**config.mk**
```make
export PLATFORM = sky130hd
export DESIGN_NAME = ro_enc_quad_multi
export DESIGN_NICKNAME = d
export VERILOG_FILES = /design/src/rtl/ro_enc_pkg.sv /design/src/rtl/ro_enc_ch.sv /design/src/rtl/ro_enc_quad_multi.sv
export SDC_FILE = /design/constraint.sdc
export NUM_CORES = 1
export LEC_CHECK = 0
export CORE_ASPECT_RATIO = 1.1
export CORE_MARGIN = 5
export CORE_UTILIZATION = 30
export CTS_BUF_LIST = sky130_fd_sc_hd__clkbuf_16
export CTS_CLUSTER_DIAMETER = 200
export DETAILED_ROUTE_END_ITERATION = 10
export MAX_ROUTING_LAYER = met4
export PLACE_DENSITY_LB_ADDON = 0.08
export SLEW_MARGIN = 0
export SYNTH_ARGS = -nofsm -noshare
export SYNTH_HDL_FRONTEND = slang
export SYNTH_SLANG_ARGS = --single-unit
```
**constraint.sdc**
```tcl
create_clock -name i_clk -period 3.6 [get_ports i_clk]
set_input_delay 0.54 -clock i_clk [delete_from_list [all_inputs] [get_ports i_clk]]
set_output_delay 0.54 -clock i_clk [all_outputs]
set_load 0.03 [all_outputs]
```
**src/rtl/ro_enc_pkg.sv**
```systemverilog
// Shared encoder codes and the quadrature step-direction helper used by every channel.
package ro_enc_pkg;

    typedef enum logic [1:0] {
        RO_ENC_NONE = 2'b00,
        RO_ENC_CW   = 2'b01,
        RO_ENC_CCW  = 2'b10,
        RO_ENC_ERR  = 2'b11
    } ro_enc_dir_e;

    // Map {a,b} onto its position in the CW cycle 00 -> 10 -> 11 -> 01.
    function automatic logic [1:0] ro_enc_pos(input logic [1:0] ab);
        return {ab[0], ab[1] ^ ab[0]};
    endfunction

    function automatic ro_enc_dir_e ro_enc_step_dir(input logic [1:0] prev_ab,
                                                    input logic [1:0] curr_ab);
        logic [1:0] delta;
        delta = ro_enc_pos(curr_ab) - ro_enc_pos(prev_ab);
        unique case (delta)
            2'd0:    return RO_ENC_NONE;
            2'd1:    return RO_ENC_CW;
            2'd3:    return RO_ENC_CCW;
            default: return RO_ENC_ERR;
        endcase
    endfunction

endpackage

```
**src/rtl/ro_enc_ch.sv**
```systemverilog
// One encoder channel: 2-FF sync, debounce, quadrature decode, detent grouping,
// saturating signed detent counter and sticky illegal-transition flag.
module ro_enc_ch
    import ro_enc_pkg::*;
#(
    parameter int unsigned DEB_CYC  = 1000,
    parameter int unsigned STEP_DET = 2,
    parameter int unsigned CNT_W    = 8
) (
    input  logic                    clk,
    input  logic                    rst_n,
    input  logic                    enc_a,
    input  logic                    enc_b,
    input  logic                    intr_clear,
    output logic [1:0]              data,
    output logic signed [CNT_W-1:0] cnt,
    output logic                    err
);

    localparam int unsigned DEB_W = $clog2(DEB_CYC + 1);
    localparam logic [DEB_W-1:0] DEB_MAX = DEB_W'(DEB_CYC);
    localparam logic signed [3:0] ACC_TOP = 4'(STEP_DET - 1);
    localparam logic signed [3:0] ACC_BOT = 4'sd0 - ACC_TOP;
    localparam logic signed [CNT_W-1:0] CNT_MAX = {1'b0, {(CNT_W-1){1'b1}}};
    localparam logic signed [CNT_W-1:0] CNT_MIN = {1'b1, {(CNT_W-1){1'b0}}};

    logic [1:0]              sync1_q, sync2_q;
    logic [1:0]              fill_q;
    logic [1:0]              cand_q;
    logic [DEB_W-1:0]        run_q, run_d;
    logic [1:0]              filt_q, filt_d;
    logic                    init_q, init_d;
    logic signed [3:0]       acc_q, acc_d;
    logic signed [CNT_W-1:0] cnt_q, cnt_d;
    logic                    err_q, err_d;
    logic [1:0]              data_q, data_d;
    logic                    accept;
    logic                    det_cw, det_ccw;
    ro_enc_dir_e             dir;

    // Debounce is held off until the synchroniser has flushed its reset zeros.
    always_comb begin
        run_d = run_q;
        if (fill_q[1]) begin
            if (sync2_q != cand_q) begin
                run_d = DEB_W'(1);
            end else if (run_q < DEB_MAX) begin
                run_d = run_q + DEB_W'(1);
            end
        end
        accept = fill_q[1] && (run_d == DEB_MAX) && (!init_q || (sync2_q != filt_q));
    end

    always_comb begin
        dir     = ro_enc_step_dir(filt_q, sync2_q);
        filt_d  = filt_q;
        init_d  = init_q;
        acc_d   = acc_q;
        cnt_d   = cnt_q;
        err_d   = err_q;
        det_cw  = 1'b0;
        det_ccw = 1'b0;

        // Clear first so a detent or error in the same cycle still lands.
        if (intr_clear) begin
            cnt_d = '0;
            err_d = 1'b0;
        end

        if (accept) begin
            filt_d = sync2_q;
            init_d = 1'b1;
            if (init_q) begin
                unique case (dir)
                    RO_ENC_CW: begin
                        if (acc_q == ACC_TOP) begin
                            acc_d  = '0;
                            det_cw = 1'b1;
                        end else begin
                            acc_d = acc_q + 4'sd1;
                        end
                    end
                    RO_ENC_CCW: begin
                        if (acc_q == ACC_BOT) begin
                            acc_d   = '0;
                            det_ccw = 1'b1;
                        end else begin
                            acc_d = acc_q - 4'sd1;
                        end
                    end
                    RO_ENC_ERR: begin
                        acc_d = '0;
                        err_d = 1'b1;
                    end
                    default: ;
                endcase
            end
        end

        if (det_cw && (cnt_d != CNT_MAX)) begin
            cnt_d = cnt_d + CNT_W'(1);
        end
        if (det_ccw && (cnt_d != CNT_MIN)) begin
            cnt_d = cnt_d - CNT_W'(1);
        end
    end

    always_comb begin
        data_d = RO_ENC_NONE;
        if (cnt_q[CNT_W-1]) begin
            data_d = RO_ENC_CCW;
        end else if (cnt_q != '0) begin
            data_d = RO_ENC_CW;
        end
    end

    always_ff @(posedge clk) begin
        if (!rst_n) begin
            sync1_q <= '0;
            sync2_q <= '0;
            fill_q  <= '0;
            cand_q  <= '0;
            run_q   <= '0;
            filt_q  <= '0;
            init_q  <= 1'b0;
            acc_q   <= '0;
            cnt_q   <= '0;
            err_q   <= 1'b0;
            data_q  <= '0;
        end else begin
            sync1_q <= {enc_a, enc_b};
            sync2_q <= sync1_q;
            fill_q  <= {fill_q[0], 1'b1};
            cand_q  <= sync2_q;
            run_q   <= run_d;
            filt_q  <= filt_d;
            init_q  <= init_d;
            acc_q   <= acc_d;
            cnt_q   <= cnt_d;
            err_q   <= err_d;
            data_q  <= data_d;
        end
    end

    assign data = data_q;
    assign cnt  = cnt_q;
    assign err  = err_q;

endmodule

```
**src/rtl/ro_enc_quad_multi.sv**
```systemverilog
// Multi-channel rotary-encoder decoder: CH_NUM independent channels plus a
// registered interrupt that stays up while any channel has a count or error.
module ro_enc_quad_multi #(
    parameter int unsigned CH_NUM   = 1,
    parameter int unsigned DEB_CYC  = 1000,
    parameter int unsigned STEP_DET = 2,
    parameter int unsigned CNT_W    = 8
) (
    input  logic                      i_clk,
    input  logic                      i_rst,
    input  logic [CH_NUM-1:0]         i_ro_enc_state_a,
    input  logic [CH_NUM-1:0]         i_ro_enc_state_b,
    input  logic [CH_NUM-1:0]         i_sw_intr_clear,
    output logic [2*CH_NUM-1:0]       o_ro_enc_data,
    output logic [CH_NUM*CNT_W-1:0]   o_ro_enc_cnt,
    output logic [CH_NUM-1:0]         o_ro_enc_err,
    output logic                      o_intr
);

    logic [CH_NUM-1:0] pend;
    logic              intr_q;

    for (genvar k = 0; k < CH_NUM; k++) begin : g_ch
        ro_enc_ch #(
            .DEB_CYC  (DEB_CYC),
            .STEP_DET (STEP_DET),
            .CNT_W    (CNT_W)
        ) u_ch (
            .clk        (i_clk),
            .rst_n      (i_rst),
            .enc_a      (i_ro_enc_state_a[k]),
            .enc_b      (i_ro_enc_state_b[k]),
            .intr_clear (i_sw_intr_clear[k]),
            .data       (o_ro_enc_data[2*k +: 2]),
            .cnt        (o_ro_enc_cnt[k*CNT_W +: CNT_W]),
            .err        (o_ro_enc_err[k])
        );

        assign pend[k] = (o_ro_enc_cnt[k*CNT_W +: CNT_W] != '0) | o_ro_enc_err[k];
    end

    always_ff @(posedge i_clk) begin
        if (!i_rst) begin
            intr_q <= 1'b0;
        end else begin
            intr_q <= |pend;
        end
    end

    assign o_intr = intr_q;

endmodule
```
==> out/summary.txt, run 1 <==
RSZ-0062 raised after global routing -> false
Final period utilization -> 97.28%
Max Root-Sink Buffers -> 2
Avg Inst Size Synth -> 8.489 um2
Synth top area share -> 28.52%
Cell taking the most area after synthesis -> dfxtp_1
Initial antenna violation count -> 0
Async SR Flop Fraction -> 0%
Ys flop type -> dfxtp_1
Final Slew Violations -> 0
Largest net degree at the start of global routing -> 17
PwrDens -> 282.6 nW/um2
Relative slew margins -> 60.27%
Row cnt -> 35
Sequential power share -> 43.0%
Post-synthesis sequential area ratio -> 28.52%
DR pass1 iterations -> 4
Unique masters post-synth -> 70
Final Hold Fails -> 0
Die Y -> 107.6 um
Ratio of cells with drive above 1 in the final layout -> 28.46%
Hpwl dp -> 5792 um
Worst Tran Pin Value -> 0.5953 ns
Comb power frac -> 6.6%
Drt drc -> 0
Initial Util -> 30.89%
Critical path type -> flop to flop
Slowest CP cell -> or4_4
#FFs+latches synth -> 37
Leakage -> 1.332 nW
Critical Path RT -> 3.77 ns
Synth Cell Area -> 2597 um2
Overall Global Routing Usage -> 14.60%
PortBufs -> 16
CP cell instances -> buf_4 -> o21a_4 -> a2111oi_4 -> a311oi_4 -> buf_4 -> or4_4 -> or4_4 -> and2_4 -> o211a_1 -> a21o_1 -> and3_1
Final GP Congestion -> 0.9397
Pre-CTS WS -> -0.3648 ns
Area Overhead vs Synth -> 32.42%
Worst Setup Start Kind -> flop
Syn nets -> 320
Largest cells by area after synthesis -> dfxtp_1 29%, ha_1 4.3%, nand2_1 4.0%
Final setup margin -> 0.09778 ns
Worst path max stage delay -> 0.57 ns
Most frequent cell after synthesis -> dfxtp_1
Post-Syn Instances -> 306
First-pass GRT wire length -> 12080 um
Max VDD drop -> 180.9 uV
Antenna diodes -> 0
Fmax -> 285.5 MHz
Synth top cells by count -> 37 x dfxtp_1, 28 x nand2_1, 26 x nor2_1, 20 x a21oi_1, 15 x nand3_1
Clock power frac -> 50.4%
Critical Path AT -> 3.67 ns
Min Tclk post-route -> 3.502 ns
Vias in the first global route -> 2352
Die width -> 98.72 um
Clk pin slew, worst setup/hold paths -> 0.06 ns
Internal -> 0.7642 mW
Via density -> 4.969
Core area -> 8408 um2
Final Power -> 0.9720 mW
Switching power -> 0.2078 mW
Number of H-tree levels -> 2
CTS sink count -> 37
Vias -> 2385
Wire per inst -> 15.63 um
Sw Share -> 21.38%
Min-Delay Path Class -> flop to flop
Routed WL -> 7501 um
Synth Warn # -> 0
Status -> completed
Post-Route Skew -> 0.004407 ns
Crit-path max FO -> 8
Final net count -> 383
EDFF count, synth -> 0
Overflow after GRT -> 0
Clock Latency Late Sink -> 0.28 ns
Die area -> 10620 um2
TritonCTS buffer count -> 5
CTS root buf -> clkbuf_16
Initial DRC count -> 71
Num ports -> 17
CTS tree -> built
Count of final setup violators -> 0
Post-route ant nets -> 0
Critical Path Sink Type -> flop
CTS Hold Bufs -> 0
Number of max-cap violations -> 0
-- final timing paths --
| kind | to | slack (ns) | start | cells past startpoint |
|---|---|---|---|---|
| max | g_ch[0].u_ch.cnt[7] | 0.1 | g_ch[0].u_ch.run_q[3] | 11 |
| min | g_ch[0].u_ch.sync2_q[0] | 0.43 | g_ch[0].u_ch.sync1_q[0] | 1 |
| max reg2reg | g_ch[0].u_ch.cnt[7] | 0.1 | g_ch[0].u_ch.run_q[3] | 11 |
| min reg2reg | g_ch[0].u_ch.sync2_q[0] | 0.43 | g_ch[0].u_ch.sync1_q[0] | 1 |
-- cells by family after synthesis --
| group | share of synthesized area, % |
|---|---|
| simple gates | 34.30 |
| compound gates | 18.98 |
| fa+ha+maj | 4.335 |
| flops | 28.52 |
| mux | 4.528 |
| xor+xnor | 5.395 |
| buf+inv | 3.950 |
-- power by group through the flow --
stage	clock network [mW]	registers, mW	logic (mW)
2_1_floorplan	0	0.429	0.0333
3_3_place_gp	0	0.427	0.0640
3_5_place_dp	0	0.427	0.0643
4_1_cts	0.508	0.418	0.0647
5_1_grt	0.522	0.419	0.0705
6_report	0.490	0.418	0.0638
-- stage by stage --
step                cells  cell area, um2  hold WS, ns  utilization, %  setup TNS, ns
global route          480            3440       0.4346           40.91              0
global placement      470            3193       0.4165           37.98         -1.961
CTS                   478            3366       0.4310           40.03              0
detailed placement    470            3193       0.4169           37.98         -2.246
finish                480            3440       0.4286           40.91              0
floorplan             306            2611       0.4119               -              0
-- state kept, by name (all words and copies together), names as in the netlist --
register           flops
g_ch.u_ch.data         2
g_ch.u_ch.err          1
g_ch.u_ch.run_q       10
g_ch.u_ch.sync2_q      2
g_ch.u_ch.sync1_q      2
o_intr                 1
g_ch.u_ch.acc_q        4
g_ch.u_ch.fill_q       2
g_ch.u_ch.cnt          8
g_ch.u_ch.filt_q       2
g_ch.u_ch.init_q       1
g_ch.u_ch.cand_q       2
-- cells in the final DEF (no fill, tap or decap), drive strengths merged, types with 8 or more instances in the layout --
master	netlist	routed
a21oi	20	20
and2	16	16
and3	9	9
buf	8	50
clkdlybuf4s50	0	15
dfxtp	37	37
ha	9	9
mux2i	8	8
nand2	28	28
nand3	15	15
nor2	26	26
nor3	12	12
o21ai	12	12
xor2	9	9
-- per-layer routing --
metal / up-vias / GRT usage, % / wire length (um)
li1: 1239 / - / -
met5: - / - / 0
met4: 0 / 4.098 / 86
met2: 28 / 24.59 / 3791
met1: 1112 / 18.17 / 3413
met3: 6 / 2.268 / 210
-- layout make-up --
class                   count  area (um2)
clock buffers               5       125.1
repair buffers             66       538.0
inverters                   7       26.28
clock inverters             2       35.03
fillers                   908        4969
well taps                 111       138.9
flip-flops and latches     37       744.5
multi-input cells         252        1832
-- critical path: cells and delay by family, from the launching register on --
| family | cells | cell delay [ns] |
|---|---|---|
| compound gates | 5 | 1.22 |
| buf+inv | 2 | 0.33 |
| flops | 1 | 0.36 |
| simple gates | 4 | 1.47 |
-- timing repair --
action | in CTS | in global routing
pin swaps | 2 | 7
gates cloned | 0 | 1
gates resized for setup | 1 | 14
setup buffers | 1 | 1
setup endpoints to repair | 6 | 7
No activity file was read; power rests on OpenSTA's default activity.
==> run 2: changes to the inputs <==
Settings changed: CORE_UTILIZATION 30 to 45, SETUP_SLACK_MARGIN set to 0.5.
==> run 2 against run 1 <==
  * Clock-buffer cell count unchanged
  * Critical path type unchanged
  * Largest power group unchanged
  * Final area up 5.9%
  * Wire length down 4.1%
  * First-iteration DRC count up 76%
==> out/summary.txt, run 2 (synthesized netlist as in run 1, its figures left out) <==
Routed WL -> 7190 um (-4.1%)
Commonest non-fill, non-tap cell in the layout -> buf_4
Max VDD drop -> 244.2 uV (+35%)
Post-route ant nets -> 0 (unchanged)
Min Tclk post-route -> 3.417 ns (-0.08473 ns)
Reg2reg start -> g_ch[0].u_ch.filt_q[0]
Min-Delay Path Class -> flop to flop
Wire per inst -> 16.30 um (+4.3%)
Drt drc -> 0 (unchanged)
Area occupied by multi-input gates -> 2053 um2 (+12%)
Pre-CTS WS -> -0.3576 ns (+0.007173 ns)
Row cnt -> 29 (-17%)
Critical Path RT -> 3.78 ns (about the same)
Vias in the first global route -> 2389 (+1.6%)
Count of final setup violators -> 0 (unchanged)
Worst path max stage delay -> 0.43 ns (-0.14 ns)
Overflow after GRT -> 0 (unchanged)
Critical Path AT -> 3.59 ns (-0.08 ns)
First-pass GRT wire length -> 11780 um (-2.5%)
Critical path type -> flop to flop
Num ports -> 17 (unchanged)
Final net count -> 377 (-1.6%)
Clk pin slew, worst setup/hold paths -> 0.06 ns (about the same)
Initial antenna violation count -> 0 (unchanged)
Sequential power share -> 39.1% (-3.9 points)
Die Y -> 89.69 um (-17%)
Final Non-Filler Cells -> 441 (-8.1%)
Status -> completed
Via density -> 5.630 (+13%)
FF+latch area -> 765.7 um2 (+2.9%)
Final Power -> 1.072 mW (+10%)
Area Overhead vs Synth -> 40.27%
Crit-path max FO -> 5 (-3)
Comb power frac -> 6.5% (about the same)
Slowest CP cell -> or3_4
Internal -> 0.8445 mW (+11%)
CTS Hold Bufs -> 0 (unchanged)
Clock power frac -> 54.4% (+4.0 points)
Max reg flops -> 10 (unchanged)
Initial DRC count -> 125 (+76%)
Leakage -> 1.335 nW (+0.26%)
Crit path launch -> g_ch[0].u_ch.filt_q[0]
Max Root-Sink Buffers -> 2 (unchanged)
Antenna diodes -> 0 (unchanged)
CP dominant cell by count -> or3_4
Sw Share -> 21.20% (-0.18 points)
Number of H-tree levels -> 2 (unchanged)
Die area -> 7394 um2 (-30%)
Placed cells -> 421 (-10%)
RSZ-0062 raised after global routing -> true
PortBufs -> 16 (unchanged)
CTS root buf -> clkbuf_16
Final setup margin -> 0.1825 ns (+0.08473 ns)
Relative slew margins -> 57.13% (-3.1 points)
Core area -> 5697 um2 (-32%)
Final Hold Fails -> 0 (unchanged)
Largest net degree at the start of global routing -> 19 (+2)
# fillers -> 483 (-47%)
Worst Setup Start Kind -> flop
Overall Global Routing Usage -> 21.38% (+6.8 points)
Clock Latency Late Sink -> 0.28 ns (about the same)
Final Slew Violations -> 0 (unchanged)
PwrDens -> 294.1 nW/um2 (+4.1%)
Final GP Congestion -> 0.8685 (-7.6%)
Initial Util -> 45.60% (+15 points)
CTS tree -> built
Vias -> 2483 (+4.1%)
CTS sink count -> 37 (unchanged)
DR pass1 iterations -> 4 (unchanged)
Final period utilization -> 94.93% (-2.4 points)
Post-Route Skew -> 0.006518 ns (+0.002110 ns)
Switching power -> 0.2272 mW (+9.3%)
Most frequent cells in the layout -> 39 x buf_4, 28 x nand2_1, 27 x dfxtp_1
Ratio of cells with drive above 1 in the final layout -> 36.81% (+8.4 points)
Hold Path Origin -> g_ch[0].u_ch.fill_q[0]
Worst Tran Pin Value -> 0.6423 ns (+0.04705 ns)
Most flop-heavy register -> g_ch.u_ch.run_q
Fmax -> 292.6 MHz (+2.5%)
Number of max-cap violations -> 0 (unchanged)
Hpwl dp -> 5108 um (-12%)
CP cell instances -> xor2_4 -> ha_4 -> or3_4 -> a221o_1 -> nor4_4 -> mux2i_2 -> ha_2 -> nand3_2 -> mux2_4 -> or3_4 -> and3_1 -> o21a_1
TritonCTS buffer count -> 5 (unchanged)
Die width -> 82.44 um (-16%)
Critical Path Sink Type -> flop
-- run 2: what timing repair did --
action | 4_1_cts | 5_1_grt
setup buffers | 7 | 4
gates cloned | 1 | 0
setup endpoints to repair | 8 | 8
gates resized for setup | 27 | 26
pin swaps | 15 | 10
-- run 2: worst max-delay path: cells and delay by family, from the launching register on --
kind,cells,cell delay (ns)
AOI/OAI and AO/OA,2,0.51
xor gates and xnor gates,1,0.19
adders and majority gates,2,0.39
DFF,1,0.37
muxes,2,0.59
and+or+nand+nor,5,1.25
-- run 2: layout make-up --
| type | count | area share, % |
|---|---|---|
| timing repair buffer | 60 | 13.94 |
| multi-input combinational | 252 | 56.35 |
| clock buffer | 5 | 3.434 |
| clock inverter | 3 | 1.889 |
| sequential | 37 | 21.02 |
| tap | 77 | 2.644 |
| inverter | 7 | 0.7212 |
-- run 2: routing by layer --
metal,part of all wire (%),vias to the layer above,global-route usage [%],routed length (um)
li1,-,1230,-,-
met1,43,1193,24.48,3119
met2,52,51,39.07,3765
met3,2.9,9,3.293,209
met4,1.3,0,4.381,95
met5,0,-,-,0
-- run 2: power groups by stage --
stage | clock network [mW] | logic [mW] | registers, mW
after floorplan | 0 | 0.0364 | 0.430
after global placement | 0 | 0.0564 | 0.429
after global routing | 0.606 | 0.0750 | 0.420
after detailed placement | 0 | 0.0572 | 0.430
final | 0.583 | 0.0698 | 0.419
after CTS | 0.587 | 0.0634 | 0.419
-- run 2: worst paths after layout --
path         cells after the start  slack (ns)                      to
max                             12        0.18     g_ch[0].u_ch.cnt[3]
min                              1        0.43  g_ch[0].u_ch.fill_q[1]
max reg2reg                     12        0.18     g_ch[0].u_ch.cnt[3]
min reg2reg                      1        0.43  g_ch[0].u_ch.fill_q[1]
-- run 2: through the flow --
| step | setup TNS, ns | utilization, % | area, um2 | hold WS [ns] |
|---|---|---|---|---|
| 2_1_floorplan | 0 | - | 2690 | 0.4118 |
| 6_report | 0 | 63.96 | 3643 | 0.4317 |
| 5_1_grt | 0 | 63.96 | 3643 | 0.4557 |
| 3_3_place_gp | -1.777 | 54.36 | 3097 | 0.4164 |
| 4_1_cts | 0 | 61.15 | 3483 | 0.4381 |
| 3_5_place_dp | -2.131 | 54.36 | 3097 | 0.4242 |
